===== config.mk =====
export PLATFORM = sky130hd
export DESIGN_NAME = tdm_demux_8ch
export DESIGN_NICKNAME = d
export VERILOG_FILES = /design/src/rtl/tdm_demux_pkg.sv /design/src/rtl/tdm_slot_ctr.sv /design/src/rtl/tdm_demux_8ch.sv
export SDC_FILE = /design/constraint.sdc
export NUM_CORES = 1
export LEC_CHECK = 0
export CAP_MARGIN = 0
export CORE_MARGIN = 2
export CORE_UTILIZATION = 54
export CTS_CLUSTER_SIZE = 12
export DETAILED_ROUTE_END_ITERATION = 10
export GPL_TIMING_DRIVEN = 0
export HOLD_SLACK_MARGIN = 0.1
export PLACE_DENSITY = 0.82
export SETUP_SLACK_MARGIN = 0.2
export SLEW_MARGIN = 40
export SYNTH_ARGS = -nofsm -noshare
export SYNTH_HDL_FRONTEND = slang
export SYNTH_SLANG_ARGS = --single-unit

===== constraint.sdc =====
create_clock -name clk -period 3.89 [get_ports clk]
set_input_delay 0.389 -clock clk [delete_from_list [all_inputs] [get_ports clk]]
set_output_delay 0.389 -clock clk [all_outputs]
set_load 0.05 [all_outputs]

===== src/rtl/tdm_demux_pkg.sv =====
// Shared types and helpers for the TDM demultiplexer and its slot counter.
package tdm_demux_pkg;

   localparam int unsigned N_CH_DEF  = 8;
   localparam int unsigned PAR_MAX_W = 64;

   typedef enum logic [1:0] {
      HUNT    = 2'd0,
      COLLECT = 2'd1,
      PARITY  = 2'd2
   } state_t;

   // Even parity of a vector of up to PAR_MAX_W bits; callers zero-extend.
   function automatic logic even_parity(input logic [PAR_MAX_W-1:0] v);
      return ^v;
   endfunction

endpackage


===== src/rtl/tdm_slot_ctr.sv =====
// Wrapping slot counter with clear and load-1; shared with the transmit sequencer.
module tdm_slot_ctr #(
   parameter int unsigned W = 3
) (
   input  logic         clk,
   input  logic         rst_n,
   input  logic         clr,
   input  logic         load1,
   input  logic         inc,
   output logic [W-1:0] cnt
);

   always_ff @(posedge clk or negedge rst_n) begin
      if (!rst_n)     cnt <= '0;
      else if (clr)   cnt <= '0;
      else if (load1) cnt <= W'(1);
      else if (inc)   cnt <= cnt + W'(1);
   end

endmodule


===== src/rtl/tdm_demux_8ch.sv =====
// Serial TDM to parallel word demultiplexer with valid/ready output.
// Define TDM_DEMUX_PARITY_EN to add an even-parity slot after the data slots.
module tdm_demux_8ch
   import tdm_demux_pkg::*;
#(
   parameter  int unsigned N_CH   = N_CH_DEF,
   localparam int unsigned SLOT_W = $clog2(N_CH)
) (
   input  logic              clk,
   input  logic              rst_n,
   input  logic              din,
   input  logic              din_valid,
   input  logic              frame_start,
   output logic [N_CH-1:0]   out_data,
   output logic              out_valid,
   input  logic              out_ready,
   output logic [SLOT_W-1:0] cur_slot,
   output logic              overrun,
   output logic              sync_err,
   output logic              parity_err
);

   state_t            state, state_nxt;
   logic [N_CH-1:0]   shadow, shadow_nxt_c, word_c;
   logic              shadow_wr_c;
   logic [SLOT_W-1:0] shadow_idx_c;
   logic              ctr_clr_c, ctr_load1_c, ctr_inc_c;
   logic              commit_c, sync_err_c, parity_err_c;

   tdm_slot_ctr #(.W(SLOT_W)) u_slot_ctr (
      .clk   (clk),
      .rst_n (rst_n),
      .clr   (ctr_clr_c),
      .load1 (ctr_load1_c),
      .inc   (ctr_inc_c),
      .cnt   (cur_slot)
   );

   always_ff @(posedge clk or negedge rst_n) begin
      if (!rst_n) begin
         state  <= HUNT;
         shadow <= '0;
      end else begin
         state  <= state_nxt;
         shadow <= shadow_nxt_c;
      end
   end

   // Beat decode: slot writes, counter control, word commit and error pulses.
   always_comb begin
      state_nxt    = state;
      shadow_wr_c  = 1'b0;
      shadow_idx_c = cur_slot;
      ctr_clr_c    = 1'b0;
      ctr_load1_c  = 1'b0;
      ctr_inc_c    = 1'b0;
      commit_c     = 1'b0;
      sync_err_c   = 1'b0;
      parity_err_c = 1'b0;

      if (din_valid) begin
         if (frame_start) begin
            sync_err_c   = (state != HUNT);
            shadow_wr_c  = 1'b1;
            shadow_idx_c = '0;
            ctr_load1_c  = 1'b1;
            state_nxt    = COLLECT;
         end else begin
            unique case (state)
               HUNT: state_nxt = HUNT;
               COLLECT: begin
                  shadow_wr_c = 1'b1;
                  if (cur_slot == SLOT_W'(N_CH - 1)) begin
`ifdef TDM_DEMUX_PARITY_EN
                     ctr_inc_c = 1'b1;
                     state_nxt = PARITY;
`else
                     commit_c  = 1'b1;
                     ctr_clr_c = 1'b1;
                     state_nxt = HUNT;
`endif
                  end else begin
                     ctr_inc_c = 1'b1;
                  end
               end
               PARITY: begin
                  ctr_clr_c = 1'b1;
                  state_nxt = HUNT;
`ifdef TDM_DEMUX_PARITY_EN
                  if (din == even_parity(PAR_MAX_W'(shadow))) commit_c     = 1'b1;
                  else                                        parity_err_c = 1'b1;
`endif
               end
               default: state_nxt = HUNT;
            endcase
         end
      end

      shadow_nxt_c = shadow;
      if (shadow_wr_c) shadow_nxt_c[shadow_idx_c] = din;
`ifdef TDM_DEMUX_PARITY_EN
      word_c = shadow;
`else
      word_c = shadow_nxt_c;
`endif
   end

   // Output word register, handshake and one-cycle status pulses.
   always_ff @(posedge clk or negedge rst_n) begin
      if (!rst_n) begin
         out_data   <= '0;
         out_valid  <= 1'b0;
         overrun    <= 1'b0;
         sync_err   <= 1'b0;
         parity_err <= 1'b0;
      end else begin
         overrun    <= 1'b0;
         sync_err   <= sync_err_c;
         parity_err <= parity_err_c;
         if (commit_c) begin
            if (out_valid && !out_ready) begin
               overrun <= 1'b1;
            end else begin
               out_data  <= word_c;
               out_valid <= 1'b1;
            end
         end else if (out_valid && out_ready) begin
            out_valid <= 1'b0;
         end
      end
   end

endmodule

==> flow_metrics.py <==
metrics = {
    "timing": {
        "finalCritPeriodShare": 0.5320,
        "finalHoldViolCount": 0,
        "max_freq_ghz": 0.4832,
        "setup_tns_ns": 0,
        "worstMarginPinSlew_ns": 0.5825,
        "hold_ws_ns": 0.5028,
        "slew_headroom": 0.6062,
        "fin_crit_ns": 2.070,
        "drv_slew": 0,
        "rsz0062_at_grt": "false",
        "clock-skew-final_ns": 0.009323,
        "setup_viol": 0,
    },
    "die": {
        "core_um2": 1962,
        "die_h_um": 49.57,
        "pin_count": 21,
        "row_count": 16,
        "die_w_um": 49.57,
        "die-area_um2": 2457,
        "start_util": 0.5714,
    },
    "critical_path": {
        "worstPathMaxFanout": 9,
        "required_ns": 3.50,
        "slowest_delay_ns": 0.86,
        "path_class": "reg2out",
        "path_cells": "clkdlybuf4s50_1",
        "slowest_stage": "clkdlybuf4s50_1",
        "r2r_start": "u_slot_ctr.cnt[0]$_DFFE_PN0P_",
        "cp.arrival_ns": 1.68,
        "crit_path_start": "u_slot_ctr.cnt[2]$_DFFE_PN0P_",
        "worst_setup_path_end_kind": "output pin",
        "path_buf_inv": 1,
        "start_kind": "flip-flop",
        "cpLargestDelayFamily": "buffers and inverters",
    },
    "routing": {
        "ant_nets": 0,
        "vias_per_cell": 5.528,
        "totalWireLength_um": 2312,
        "drt_iter0_markers": 16,
        "remaining_drc_errors": 0,
        "wl_per_cell_um": 14.36,
        "num_vias": 890,
        "dr.pass1.iters": 4,
    },
    "grt": {
        "grt_pass1_wl_um": 3926,
        "grt-ovfl-total": 0,
        "grt_usage": 0.2079,
        "grt_max_degree": 24,
        "antenna_found_initial": 0,
        "grt_pass1_vias": 855,
    },
    "pwr": {
        "ir_drop_mv": 0.3141,
        "power_density_nw_per_um2": 560.6,
        "p_leak_nw": 0.6457,
        "power_frac_comb": 0.429,
        "p_int_w": 0.0004576,
        "swShare": 0.4069,
        "seqPwrFrac": 0.431,
        "net-switching-power_w": 0.0003140,
        "p_clk_frac": 0.140,
    },
    "clock_tree": {
        "cts_tree": "yes",
        "cts_setup_buffers": 0,
        "clk_latency_ns": 0.31,
        "clock_sinks": 23,
        "cts_htree_levels": 1,
        "cts_made_buffers": 3,
        "clk_pin_slew_worst_paths_ns": 0.12,
        "clk_path_buf_depth": 2,
        "cts-root-buf": "clkbuf_4",
    },
    "cells_and_area": {
        "synthToLayoutAreaGrowth_pct": 22.77,
        "drive_gt1_frac": 0.1045,
        "nets": 143,
        "antennaDiodeCount": 0,
        "fillers": 173,
    },
    "synth": {
        "yosysSeqAreaShare": 0.5134,
        "synth.distinct_cells": 33,
        "syn_avg_cell_area_um2": 10.19,
        "synthCells": 110,
        "yosysWarnings": 0,
        "ys_seq_elements": 23,
        "synthesis.area_um2": 1121,
        "synthesis.nets": 118,
    },
    "min_path": {
        "hold_class": "reg2reg",
        "hold_start": "shadow[4]$_DFF_PN0_",
    },
    "place": {
        "post-dp-hpwl_um": 1689,
        "port_buffers": 19,
        "gp_congestion": 0.8075,
    },
    "run": {
        "cap_violations": 0,
    },
    "run_status": {
        "outcome": "finished, final reports clean",
    },
}
final timing paths:
check                                     endpoint  slack, ns  depth (start not counted)
max reg2reg                out_data[0]$_DFFE_PN0P_       2.01                          7
max                                    cur_slot[2]       1.82                          1
min                            shadow[4]$_DFF_PN0_       0.50                          2
min reg2reg                    shadow[4]$_DFF_PN0_       0.50                          2
min in group asynchronous       sync_err$_DFF_PN0_       0.56                          2
max in group asynchronous      shadow[5]$_DFF_PN0_       2.98                          2
power groups by stage:
| stage | Combinational (W) | Clock (W) | Sequential (W) |
|---|---|---|---|
| 2_1_floorplan | 0.000105 | 0 | 0.000454 |
| 3_3_place_gp | 0.000323 | 0 | 0.000334 |
| 3_5_place_dp | 0.000328 | 0 | 0.000338 |
| 4_1_cts | 0.000331 | 0.000113 | 0.000333 |
| 5_1_grt | 0.000351 | 0.000124 | 0.000340 |
| 6_report | 0.000331 | 0.000108 | 0.000333 |
stage by stage:
stage / cells / util / power, W / worst slack [ns] / cell area (um2)
6_report: 161 / 0.7015 / 0.0007716 / 1.820 / 1376
4_1_cts: 161 / 0.7015 / 0.0007767 / 1.815 / 1376
3_3_place_gp: 156 / 0.6856 / 0.0006571 / 1.830 / 1345
3_5_place_dp: 156 / 0.6830 / 0.0006657 / 1.837 / 1340
5_1_grt: 161 / 0.7015 / 0.0008150 / 1.768 / 1376
2_1_floorplan: 110 / - / 0.0005586 / 1.846 / 1121
Yosys cell counts, drive strengths merged:
master / number / area [um2]
nor4bb: 1 / 10.01
buf: 5 / 40.04
a22o: 1 / 8.760
and3b: 2 / 17.52
clkbuf: 4 / 16.26
o21ai: 8 / 40.04
a31oi: 7 / 43.79
nor3b: 2 / 15.01
or2b: 1 / 7.510
nand3b: 3 / 22.52
and3: 2 / 12.51
nor4b: 1 / 8.760
or3b: 1 / 8.760
mux2: 2 / 26.27
o2bb2ai: 2 / 17.52
a21o: 1 / 7.510
nor2b: 3 / 18.77
inv: 2 / 7.510
ha: 2 / 25.02
dfrtp: 23 / 575.6
nand2b: 1 / 6.260
nand3: 3 / 15.01
nand2: 17 / 63.81
and2: 1 / 8.760
conb: 1 / 3.750
mux2i: 1 / 10.01
o41ai: 1 / 8.760
and4b: 3 / 30.03
a21oi: 9 / 45.04
layer usage:
layer / routed length [um] / global-route usage / vias to the layer above
met5: 0 / 0 / -
met4: 12 / 0.07407 / 0
met3: 100 / 0.02727 / 2
met2: 1126 / 0.3311 / 24
met1: 1073 / 0.2914 / 425
li1: - / - / 439
kinds of logic (layout without fill, tap and decap cells):
logic type               after synthesis  after routing  synth area share
AO/OA/AOI/OAI                         29             29            0.1529
adder cells (fa/ha/maj)                2              2           0.02232
buffers and inverters                 11             35           0.05692
flip-flops                            23             23            0.5134
multiplexers                           3              3           0.03236
other                                  1              1          0.003345
AND/OR/NAND/NOR                       41             41            0.2188
area by class of cell:
cell class,instances,area (um2),share of cell area
Buffer,9,56.30,0.04091
Sequential cell,23,575.6,0.4182
Timing Repair Buffer,20,195.2,0.1418
Tap cell,27,33.78,0.02455
Multi-Input combinational cell,76,481.7,0.3500
Inverter,2,7.507,0.005455
Clock buffer,4,26.28,0.01909
state kept, by name, summed over array words and instances (netlist names):
name and flops:
sync_err 1, out_valid 1, overrun 1, shadow 8, state 1, out_data 8
u_slot_ctr.cnt 3
what timing repair did:
item	4_1_cts	5_1_grt
endpoints found under the setup margin	0	0
hold buffers	1	0
gates resized for setup	0	0
endpoints found under the hold margin	23	0
cell usage in the layout (no fill, tap or decap), drive strengths merged, types with 3 or more instances in the layout:
| cell type | netlist | routed |
|---|---|---|
| clkdlybuf4s50 | 0 | 18 |
| nand2 | 17 | 17 |
| o21ai | 8 | 8 |
| clkbuf | 4 | 8 |
| a21oi | 9 | 9 |
| and4b | 3 | 3 |
| buf | 5 | 6 |
| nand3 | 3 | 3 |
| dfrtp | 23 | 23 |
| nor2b | 3 | 3 |
| a31oi | 7 | 7 |
| nand3b | 3 | 3 |
(Power assumes the default switching activity.)
